<file path="src/rtl/fetch_unit.sv">
// RV32 instruction fetch stage: issues in-order memory requests under a credit limit,
// buffers responses with their PCs, and flushes stale work on a next-PC redirect.
module fetch_unit #(
  parameter logic [31:0] RESET_PC = 32'h0000_0000,
  parameter int unsigned DEPTH    = 2
) (
  input  logic        clk,
  input  logic        rst,
  input  logic        redirect_valid,
  input  logic [31:0] redirect_pc,
  output logic        imem_req_valid,
  input  logic        imem_req_ready,
  output logic [31:0] imem_req_addr,
  input  logic        imem_rsp_valid,
  input  logic [31:0] imem_rsp_data,
  output logic        inst_valid,
  input  logic        inst_ready,
  output logic [31:0] inst_data,
  output logic [31:0] inst_pc
);

  localparam int unsigned CW = $clog2(DEPTH + 1);
  localparam int unsigned PW = (DEPTH > 1) ? $clog2(DEPTH) : 1;

  logic [31:0]   fetch_pc_q, fetch_pc_d;
  logic [31:0]   rsp_pc_q, rsp_pc_d;
  logic [CW-1:0] inflight_q, inflight_d;
  logic [CW-1:0] discard_q, discard_d;
  logic [CW-1:0] count_q, count_d;
  logic [PW-1:0] rd_ptr_q, rd_ptr_d;
  logic [PW-1:0] wr_ptr_q, wr_ptr_d;
  logic [31:0]   fifo_pc_q   [DEPTH];
  logic [31:0]   fifo_pc_d   [DEPTH];
  logic [31:0]   fifo_inst_q [DEPTH];
  logic [31:0]   fifo_inst_d [DEPTH];

  logic req_fire, push, pop;

  function automatic logic [PW-1:0] ptr_inc(input logic [PW-1:0] p);
    return (p == PW'(DEPTH - 1)) ? '0 : p + PW'(1);
  endfunction

  // Credit: outstanding requests plus buffered instructions never exceed the FIFO depth
  always_comb begin
    imem_req_valid = !rst && !redirect_valid &&
                     ((32'(inflight_q) + 32'(count_q)) < 32'(DEPTH));
    imem_req_addr  = fetch_pc_q;
    inst_valid     = !rst && (count_q != '0);
    inst_data      = inst_valid ? fifo_inst_q[rd_ptr_q] : '0;
    inst_pc        = inst_valid ? fifo_pc_q[rd_ptr_q]   : '0;
    req_fire       = imem_req_valid && imem_req_ready;
    push           = imem_rsp_valid && !redirect_valid && (discard_q == '0);
    pop            = inst_valid && inst_ready;
  end

  always_comb begin
    fetch_pc_d  = fetch_pc_q;
    rsp_pc_d    = rsp_pc_q;
    inflight_d  = inflight_q;
    discard_d   = discard_q;
    count_d     = count_q;
    rd_ptr_d    = rd_ptr_q;
    wr_ptr_d    = wr_ptr_q;
    fifo_pc_d   = fifo_pc_q;
    fifo_inst_d = fifo_inst_q;
    if (redirect_valid) begin
      // Everything still in flight belongs to the old path and must be dropped
      fetch_pc_d = redirect_pc & ~32'h3;
      rsp_pc_d   = redirect_pc & ~32'h3;
      count_d    = '0;
      rd_ptr_d   = '0;
      wr_ptr_d   = '0;
      inflight_d = inflight_q - CW'(imem_rsp_valid);
      discard_d  = inflight_q - CW'(imem_rsp_valid);
    end else begin
      if (req_fire) fetch_pc_d = fetch_pc_q + 32'd4;
      inflight_d = inflight_q + CW'(req_fire) - CW'(imem_rsp_valid);
      if (imem_rsp_valid && (discard_q != '0)) discard_d = discard_q - CW'(1);
      if (push) begin
        fifo_pc_d[wr_ptr_q]   = rsp_pc_q;
        fifo_inst_d[wr_ptr_q] = imem_rsp_data;
        wr_ptr_d              = ptr_inc(wr_ptr_q);
        rsp_pc_d              = rsp_pc_q + 32'd4;
      end
      if (pop) rd_ptr_d = ptr_inc(rd_ptr_q);
      count_d = count_q + CW'(push) - CW'(pop);
    end
  end

  always_ff @(posedge clk) begin
    if (rst) begin
      fetch_pc_q <= RESET_PC;
      rsp_pc_q   <= RESET_PC;
      inflight_q <= '0;
      discard_q  <= '0;
      count_q    <= '0;
      rd_ptr_q   <= '0;
      wr_ptr_q   <= '0;
    end else begin
      fetch_pc_q <= fetch_pc_d;
      rsp_pc_q   <= rsp_pc_d;
      inflight_q <= inflight_d;
      discard_q  <= discard_d;
      count_q    <= count_d;
      rd_ptr_q   <= rd_ptr_d;
      wr_ptr_q   <= wr_ptr_d;
    end
  end

  // Storage needs no reset: entries are only read when count_q marks them valid
  always_ff @(posedge clk) begin
    fifo_pc_q   <= fifo_pc_d;
    fifo_inst_q <= fifo_inst_d;
  end

endmodule
</file>
<file path="config.mk">
export PLATFORM = sky130hd
export DESIGN_NAME = fetch_unit
export DESIGN_NICKNAME = d
export VERILOG_FILES = /design/src/rtl/fetch_unit.sv
export SDC_FILE = /design/constraint.sdc
export NUM_CORES = 1
export LEC_CHECK = 0
export ABC_CLOCK_PERIOD_IN_PS = 6330
export BUFFER_PORTS_ARGS = -buffer_cell sky130_fd_sc_hd__buf_2
export CAP_MARGIN = 40
export CELL_PAD_IN_SITES_DETAIL_PLACEMENT = 0
export CELL_PAD_IN_SITES_GLOBAL_PLACEMENT = 1
export CORE_MARGIN = 2
export CORE_UTILIZATION = 30
export DETAILED_ROUTE_END_ITERATION = 8
export GPL_TIMING_DRIVEN = 0
export PLACE_DENSITY_LB_ADDON = 0.1
export SYNTH_ARGS = -nofsm -noshare
export SYNTH_HDL_FRONTEND = slang
export SYNTH_SLANG_ARGS = --single-unit
export TNS_END_PERCENT = 1
</file>
<file path="constraint.sdc">
create_clock -name clk -period 6.33 [get_ports clk]
set_clock_uncertainty 0.05 [all_clocks]
set_input_delay 1.266 -clock clk [delete_from_list [all_inputs] [get_ports clk]]
set_output_delay 1.266 -clock clk [all_outputs]
set_load 0.005 [all_outputs]
</file>
==> results of run 1 <==
## cell type report
| cell class | count | area (um2) |
|---|---|---|
| antenna | 1 | 2.50 |
| buffer | 50 | 209 |
| clock buffer | 17 | 425 |
| clock inverter | 14 | 150 |
| fill | 2942 | 17900 |
| inverter | 28 | 105 |
| multi-input combinational | 493 | 3290 |
| sequential | 192 | 5080 |
| tap | 384 | 480 |
| timing repair buffer | 166 | 918 |
## worst max path at each step
stage / from / endpoint / slack, ps
floorplan: redirect_valid / fifo_inst_q[0]$_DFFE_PP_ / 1070
global placement: redirect_valid / fifo_inst_q[21]$_DFFE_PP_ / -1710
detailed placement: redirect_valid / fifo_inst_q[53]$_DFFE_PP_ / 1510
CTS: redirect_valid / fifo_pc_q[47]$_DFFE_PP_ / 1970
global route: rst / inst_data[25] / 1820
finish: rst / inst_data[1] / 2050
## through the flow
stage	worst slack (ps)	setup TNS [ps]	power, uW	util (%)
detailed placement	1510	0	1730	35.3
global route	1820	0	2870	37.4
global placement	-1710	-209020	1720	34.9
CTS	1970	0	2790	37.4
finish	2050	0	2750	37.4
floorplan	1070	0	1600	-
## worst max-delay path, stage by stage
cell	delay [ps]
clkbuf_1	210
inv_1	150
o21ai_1	370
buf_4	290
clkbuf_1	410
nor2_1	110
buf_2	150
## layer usage
metal	up-vias	global-route usage, %
met1	3041	22.9
li1	3218	-
met5	-	0
met2	195	24.5
met4	0	5.39
met3	32	2.95
## cell usage after synthesis (all sizes together) (2+ instances only)
library cell / number
nor3b: 3
o211a: 2
o311a: 2
nand2: 38
a21oi: 23
a21boi: 15
and2: 5
a41oi: 2
xor2: 15
o31ai: 5
o21a: 4
o21ai: 13
nor3: 10
a211oi: 7
xnor2: 13
nand4: 28
a311oi: 5
ha: 8
a31oi: 7
mux2i: 63
edfxtp: 124
and3: 15
a311o: 2
nor4: 14
buf: 14
or4: 7
dfxtp: 68
and4: 13
inv: 28
nor2: 91
a221o: 2
o21bai: 8
clkbuf: 36
o31a: 19
or2: 3
o211ai: 6
or3: 6
nand3: 20
nor4b: 4
## state kept, by name, summed over array words and instances, names as in the netlist
signal	count
count_q	2
discard_q	2
fifo_inst_q	64
fifo_pc_q	60
imem_req_addr	30
inflight_q	2
rd_ptr_q	1
rsp_pc_q	30
wr_ptr_q	1
## cell families after synthesis
logic type,Yosys count,share of synthesized area [%]
AO/OA/AOI/OAI,127,10.5
XOR/XNOR,28,2.83
adder cells (fa/ha/maj),9,1.39
buffers and inverters,78,3.63
flip-flops,192,58.7
multiplexers,63,7.28
other,1,0.0433
AND/OR/NAND/NOR,262,15.6
## placed cells by master (no fill, tap or decap), types with 8 or more instances in the layout
| master | netlist | routed |
|---|---|---|
| inv_1 | 28 | 28 |
| ha_1 | 8 | 8 |
| buf_1 | 8 | 8 |
| nor4_1 | 14 | 14 |
| nand2_1 | 38 | 38 |
| xor2_1 | 15 | 15 |
| edfxtp_1 | 124 | 124 |
| dfxtp_1 | 68 | 68 |
| o21ai_0 | 12 | 12 |
| nand3_1 | 20 | 20 |
| nor3_1 | 10 | 10 |
| a21boi_0 | 15 | 15 |
| nor2_1 | 90 | 88 |
| a21oi_1 | 23 | 23 |
| clkbuf_16 | 0 | 17 |
| and4_1 | 12 | 12 |
| buf_2 | 1 | 161 |
| o31a_1 | 19 | 19 |
| clkbuf_1 | 35 | 35 |
| o21bai_1 | 8 | 8 |
| mux2i_1 | 63 | 63 |
| xnor2_1 | 13 | 13 |
| and3_1 | 15 | 15 |
| nand4_1 | 28 | 28 |
## power groups by stage
| stage | clock, uW | sequential, uW | combinational (uW) |
|---|---|---|---|
| floorplan | 0 | 1470 | 138 |
| global placement | 0 | 1480 | 237 |
| detailed placement | 0 | 1480 | 249 |
| CTS | 1080 | 1450 | 251 |
| global route | 1130 | 1460 | 277 |
| finish | 1050 | 1450 | 246 |
==> flow_summary.yaml, run 1 <==
cells_and_area:
  area_growth_syn_to_layout_pct: 23.1
  final_nets: 1027
  finalNonFillerCells: 1345
  design_area_mm2: 0.0107
  drive_gt1_share_pct: 22.2
run:
  cap_violations: 0
power:
  pwr-share-comb_pct: 9.0
  power_switching_uw: 690
  vdd_drop_max_mv: 0.161
  power_frac_seq_pct: 52.9
  internal_power_uw: 2050
  swShare_pct: 25.1
  power.density_mw_per_mm2: 257
  clkPwrFrac_pct: 38.2
  cellLeakagePower_uw: 0.00390
clocking:
  cts.clk_slew.worst_paths_ps: 70
  cts.path.max_buffers: 2
  cts_tree: "done"
  cts_resized: 0
  ctsHoldBuffers: 0
  insertion_delay_ps: 430
  cts_setup_buffers: 0
  root_buffer: "clkbuf_16"
  cts_inserted_buffers: 17
  clock-sinks: 192
  htree_levels: 4
worst_setup_path:
  ff2ff_setup_slack_ps: 2920
  cp_max_fo: 10
  ff2ff_path_depth: 13
  r2r-end: "inflight_q[1]$_SDFF_PP0_"
  timing.rr.start: "inflight_q[0]$_SDFF_PP0_"
  crit_type: "in2out"
  cp.required_ps: 5010
  cp.arrival_ps: 2970
  cp-start-kind: "primary input"
  crit_path_end_kind: "output port"
yosys:
  ys_top_cells_by_area: "edfxtp_1, dfxtp_1, mux2i_1"
  synthCells: 760
  synth_top_area_share_pct: 43.0
  syn_area_mm2: 0.00866
  yosysSeqAreaShare_pct: 58.7
  synth_top_area_cell: "edfxtp_1"
  synth.avg_cell_area_um2: 11.4
  synth_top_flop_cell: "edfxtp_1"
  synth_edf_count: 124
  synth.distinct_cells: 58
  ys_warn_count: 0
  ys_ff_latch: 192
  async_flop_share_pct: 0
route:
  wl_met1_um: 11700
  dr.pass1.iters: 5
  wl_met2_um: 10500
  viasPerCell: 4.82
  drtIter0Drc: 288
  wl_um: 23900
  wl_met3_um: 1170
  wl_per_cell_um: 17.8
  vias: 6486
  dr.max_layer_used: "met4"
  antenna_left: 0
  drc: 0
die:
  placementRows: 62
  core_area_mm2: 0.0285
  die_y_um: 174
  die_width_um: 174
  pin_count: 168
  die-area_mm2: 0.0302
  start_util_pct: 30.3
timing:
  grt_setup_unrepaired: "false"
  holdWs_ps: 410
  relSlewSlack_pct: 46.2
  hold_violations: 0
  fin_crit_sh_pct: 67.6
  tightest_slew_ps: 805
  setup_viol: 0
  slew_viol_final: 0
  fmax_mhz: 234
  period_minus_slack_ps: 4280
place:
  dpl.cell_count: 1313
  place_area_mm2: 0.0101
  hpwl_um: 17800
  gp_congestion: 0.783
  io_buffers: 160
min_path:
  hold_start: "rsp_pc_q[6]$_SDFFE_PP0P_"
  whs_endpoint: "fifo_pc_q[6]$_DFFE_PP_"
  min_path_cells: 0
  hp-class: "reg2reg"
grt:
  grt_pass1_vias: 6409
  grt_overflow: 0
  grt_max_degree: 25
  antenna_found_initial: 1
  grt_first_pass_wirelength_um: 37500
  grtUsageTotal_pct: 16.1
run_status:
  status: "finished, final reports clean"
(Power assumes the default switching activity.)
==> inputs of run 2 (changes only) <==
--- a/config.mk
+++ b/config.mk
@@ -5,7 +5,7 @@
 export SDC_FILE = /design/constraint.sdc
 export NUM_CORES = 1
 export LEC_CHECK = 0
-export ABC_CLOCK_PERIOD_IN_PS = 6330
+export ABC_CLOCK_PERIOD_IN_PS = 3400
 export BUFFER_PORTS_ARGS = -buffer_cell sky130_fd_sc_hd__buf_2
 export CAP_MARGIN = 40
 export CELL_PAD_IN_SITES_DETAIL_PLACEMENT = 0
==> constraint.sdc (replaced) <==
create_clock -name clk -period 3.4 [get_ports clk]
set_clock_uncertainty 0.05 [all_clocks]
set_input_delay 0.68 -clock clk [delete_from_list [all_inputs] [get_ports clk]]
set_output_delay 0.68 -clock clk [all_outputs]
set_load 0.005 [all_outputs]
==> run 2 against run 1 <==
  * First-iteration DRC count up 20%
  * Via count down 0.65%
  * Flip-flop and latch count unchanged
  * Combinational power up 89%
  * Design area up 0.35%
  * Utilization up 0.13 points
  * Worst hold slack worse by 30 ps
  * Total power up 87%
  * Global-route usage down 0.11 points
  * Critical endpoint is now fifo_inst_q[44]$_DFFE_PP_
==> flow_summary.yaml, run 2 (same netlist as run 1, synthesis figures left out) <==
clocking:
  cts.clk_slew.worst_paths_ps: 70
  insertion_delay_ps: 440
  root_buffer: "clkbuf_16"
  clock-sinks: 192
  cts.path.max_buffers: 2
  cts_tree: "done"
  htree_levels: 4
  cts_inserted_buffers: 17
  ctsHoldBuffers: 0
timing:
  fmax_mhz: 319
  hold_violations: 0
  fin_crit_sh_pct: 92.3
  period_minus_slack_ps: 3140
  relSlewSlack_pct: 47.8
  tightest_slew_ps: 783
  slew_viol_final: 0
  grt_setup_unrepaired: "false"
  setup_viol: 0
die:
  die_width_um: 174
  start_util_pct: 30.3
  core_area_mm2: 0.0285
  die_y_um: 174
  pin_count: 168
  placementRows: 62
  die-area_mm2: 0.0302
worst_setup_path:
  crit_path_end_kind: "register"
  path_common_cell: "buf_16"
  cp.arrival_ps: 3230
  critPathMaxStageDelay_ps: 510
  cp_cell_sequence: "buf_2, inv_1, clkbuf_1, buf_2, nand3_1, nor2_4, buf_16, buf_16, buf_16"
  crit_type: "in2reg"
  crit_path_top_delay_cell: "clkbuf_1"
  cp-start-kind: "primary input"
  cp.required_ps: 3490
  cp_max_fo: 22
cells_and_area:
  final_nets: 1030
  antenna_cells: 0
  drive_gt1_share_pct: 22.5
  largest-register: "fifo_inst_q"
  mostFrequentLayoutCell: "buf_2"
  final_util_pct: 37.5
  mostFrequentLayoutCells: "buf_2, edfxtp_1, nor2_1"
  area_growth_syn_to_layout_pct: 23.6
  fillers: 2956
  finalNonFillerCells: 1347
  largest_register_ffs: 64
  reg_top3: "fifo_inst_q (64), fifo_pc_q (60)"
power:
  cellLeakagePower_uw: 0.00393
  power.density_mw_per_mm2: 479
  vdd_drop_max_mv: 0.264
route:
  wl_met2_um: 10600
  drtIter0Drc: 347
  wl_met3_um: 1070
  drc: 0
  dr.max_layer_used: "met4"
  wl_per_cell_um: 17.8
  wl_met1_um: 11900
  dr.pass1.iters: 5
  vias: 6444
  antenna_left: 0
  viasPerCell: 4.78
  wl_um: 24000
place:
  gp_congestion: 0.773
  dpl.cell_count: 1314
  hpwl_um: 17700
  io_buffers: 160
run_status:
  status: "finished, final reports clean"
grt:
  grt_overflow: 0
  grtUsageTotal_pct: 16.0
  grt_max_degree: 24
  grt_first_pass_wirelength_um: 37000
  grt_pass1_vias: 6288
  antenna_found_initial: 0
min_path:
  hp-class: "in2reg"
run:
  cap_violations: 0
-- run 2: cell type report --
cell class | instances | area [um2] | share of cell area, %
Tap cell | 384 | 480 | 4.49
Inverter | 28 | 105 | 0.982
Clock inverter | 14 | 141 | 1.32
Clock buffer | 17 | 425 | 3.97
Buffer | 50 | 210 | 1.96
Multi-Input combinational cell | 493 | 3290 | 30.8
Timing Repair Buffer | 169 | 961 | 8.98
Sequential cell | 192 | 5080 | 47.5
-- run 2: critical path, delay by kind of cell --
kind          cells  cell delay [ps]
simple gates      2              700
buf+inv           7             1820
-- run 2: routing by layer --
metal  up-vias  track usage [%]
met3        27             3.17
met2       188             24.7
met1      3022             22.7
li1       3207                -
met4         0             4.45
met5         -                0
-- run 2: final timing paths --
check             slack, ps                      from  cells after the start                        end
setup / recovery        260            redirect_valid                      9  fifo_inst_q[44]$_DFFE_PP_
hold / removal          380          imem_rsp_data[5]                      1  fifo_inst_q[37]$_DFFE_PP_
setup reg to reg        260  inflight_q[0]$_SDFF_PP0_                     13   inflight_q[1]$_SDFF_PP0_
hold reg to reg         410  rsp_pc_q[6]$_SDFFE_PP0P_                      0    fifo_pc_q[38]$_DFFE_PP_
-- run 2: what timing repair did --
item	in CTS	in global routing
pin swaps	0	1
gates resized for setup	2	0
cloned	0	0
setup endpoints to repair	46	1
buffers inserted	0	2
-- run 2: power by group --
| part | switching (uW) | total (uW) | leakage, uW | internal (uW) |
|---|---|---|---|---|
| registers | 98.5 | 2700 | 0.00170 | 2600 |
| clock network | 977 | 1950 | 0.000277 | 977 |
| logic | 267 | 466 | 0.00195 | 199 |
-- run 2: stage by stage --
step	instance area (um2)	setup slack [ps]	setup TNS [ps]	total power (uW)	hold WS [ps]
2_1_floorplan	8680	-266	-33010	2980	377
3_5_place_dp	10100	-587	-48630	3220	399
6_report	10700	260	0	5120	380
4_1_cts	10700	104	0	5200	359
3_3_place_gp	9960	-2340	-288600	3200	390
5_1_grt	10700	34.7	0	5350	356
==> inputs of run 3 (changes only) <==
--- a/config.mk
+++ b/config.mk
@@ -10,6 +10,7 @@
 export CAP_MARGIN = 40
 export CELL_PAD_IN_SITES_DETAIL_PLACEMENT = 0
 export CELL_PAD_IN_SITES_GLOBAL_PLACEMENT = 1
+export CORE_ASPECT_RATIO = 0.6
 export CORE_MARGIN = 2
 export CORE_UTILIZATION = 30
 export DETAILED_ROUTE_END_ITERATION = 8
==> run 3 against run 2 <==
  * Routed wire length rose by 6.8%
  * Worst hold slack worse by 15 ps
  * Critical endpoint is now inflight_q[1]$_SDFF_PP0_
  * Clock-buffer cell count grew 4
  * Setup slack lost 99 ps
  * Cell count decreased by 0.52%
  * Combinational power is essentially flat
  * Die area grew 0.15%
  * Sequential share of layout area about the same
  * Utilization shrank 0.066 points
  * Register-to-register slack worse by 99 ps
  * Flip-flop and latch count did not move
==> flow_summary.yaml, run 3 (same netlist as run 1, synthesis figures left out) <==
run_status:
  status: "finished, final reports clean"
grt:
  grt.met1_usage_pct: 26.6
  grt_pass1_vias: 6249
  grtUsageTotal_pct: 17.3
  grt_max_degree: 28
  grt_overflow: 0
  busiest_layer: "met1"
  grtUsageMet2_pct: 24.0
  use_met3_pct: 4.29
  antenna_found_initial: 0
  grt_first_pass_wirelength_um: 38600
power:
  swShare_pct: 25.0
  vdd_drop_max_mv: 0.211
  cellLeakagePower_uw: 0.00394
  power.density_mw_per_mm2: 491
  power_switching_uw: 1310
  clkPwrFrac_pct: 39.6
  internal_power_uw: 3940
  pwr-share-comb_pct: 8.9
  power_frac_seq_pct: 51.5
die:
  die_width_um: 223
  start_util_pct: 30.3
  die-area_mm2: 0.0303
  placementRows: 48
  die_y_um: 136
  pin_count: 168
  core_area_mm2: 0.0286
route:
  antenna_left: 0
  drc: 0
  wl_per_cell_um: 19.2
  vias: 6605
  viasPerCell: 4.93
  wl_um: 25700
  dr.pass1.iters: 5
  drtIter0Drc: 415
worst_setup_path:
  cp-start-kind: "register"
  crit_type: "reg2reg"
  cp.arrival_ps: 3510
  cp_max_fo: 8
  crit_path_end_kind: "register"
  cp.required_ps: 3670
cells_and_area:
  mostFrequentLayoutCell: "buf_2"
  area_growth_syn_to_layout_pct: 23.5
  mostFrequentLayoutCells: "buf_2, edfxtp_1, nor2_1"
  largest_register_ffs: 64
  drive_gt1_share_pct: 22.5
  final_nets: 1031
  antenna_cells: 0
  reg_top3: "fifo_inst_q (64), fifo_pc_q (60)"
  final_util_pct: 37.4
  design_area_mm2: 0.0107
  largest-register: "fifo_inst_q"
timing:
  grt_setup_unrepaired: "false"
  slew_viol_final: 0
  period_minus_slack_ps: 3240
  hold_violations: 0
  tightest_slew_ps: 827
  relSlewSlack_pct: 44.6
  fin_crit_sh_pct: 95.3
  fmax_mhz: 309
  setup_viol: 0
  setup_tns_ps: 0
clocking:
  htree_levels: 4
  cts_tree: "done"
  insertion_delay_ps: 450
  clock-sinks: 192
  root_buffer: "clkbuf_16"
  cts_inserted_buffers: 17
  cts.clk_slew.worst_paths_ps: 70
  cts.path.max_buffers: 2
run:
  cap_violations: 0
place:
  gp_congestion: 0.774
  place_area_mm2: 0.0101
  io_buffers: 160
  hpwl_um: 19400
min_path:
  hp-class: "in2reg"
==> run 3: cell count changes in the layout (fill, tap and decap cells not counted) <==
cell and delta:
clkinv_4 -2, buf_16 -4, buf_4 +1, buf_6 +1, clkinv_8 -1, bufinv_16 +2
buf_12 +3, inv_8 -2, clkbuf_8 +2, clkbuf_1 +2
==> run 3: metal layers <==
layer | wire length, um | up-vias
li1 | - | 3230
met1 | 13900 | 3198
met2 | 10200 | 161
met3 | 1300 | 16
met4 | 244 | 0
met5 | 0 | -
==> run 3: final timing paths <==
path	startpoint	end	slack, ps	cells past startpoint
max reg2reg	inflight_q[0]$_SDFF_PP0_	inflight_q[1]$_SDFF_PP0_	160	13
min reg2reg	rsp_pc_q[6]$_SDFFE_PP0P_	fifo_pc_q[6]$_DFFE_PP_	420	0
min	imem_rsp_data[7]	fifo_inst_q[39]$_DFFE_PP_	360	1
max	inflight_q[0]$_SDFF_PP0_	inflight_q[1]$_SDFF_PP0_	160	13
==> run 3: area by class of cell <==
type / instances / area [um2]
Multi-Input combinational cell: 493 / 3290
Buffer: 50 / 210
Tap cell: 375 / 469
Clock inverter: 11 / 145
Inverter: 28 / 105
Sequential cell: 192 / 5080
Timing Repair Buffer: 170 / 930
Clock buffer: 21 / 460
Fill cell: 2847 / 17900
==> run 3: critical path, stage by stage, from the launching register on <==
cell and delay (ps):
dfxtp_1 390, and2_1 170, fa_1 460, or3b_1 380
clkbuf_1 260, nor2_4 220, inv_1 170, ha_1 310
inv_1 40, ha_1 180, xnor2_1 120, o21ai_0 180
xnor2_1 140, nor2_1 50
==> run 3: repair_timing <==
item / in CTS / in global routing
pin swaps: 0 / 1
buffers inserted: 0 / 4
hold buffers: 0 / 0
resized for setup: 2 / 0
endpoints found under the setup margin: 75 / 1
endpoints found under the hold margin: 0 / 0
==> run 3: stage by stage <==
stage          hold WS (ps)  setup slack [ps]  total power (uW)  cells
2_1_floorplan           377              -266              2980    763
3_3_place_gp            403             -2530              3220   1298
3_5_place_dp            413              -656              3220   1304
4_1_cts                 340              66.7              5320   1336
5_1_grt                 340              21.7              5480   1340
6_report                365               161              5260   1340
==> run 3: power by group through the flow <==
stage          Combinational (uW)  Sequential (uW)  Clock, uW
2_1_floorplan                 257             2730          0
3_3_place_gp                  452             2760          0
3_5_place_dp                  465             2760          0
4_1_cts                       469             2710       2140
5_1_grt                       522             2720       2230
6_report                      466             2710       2080
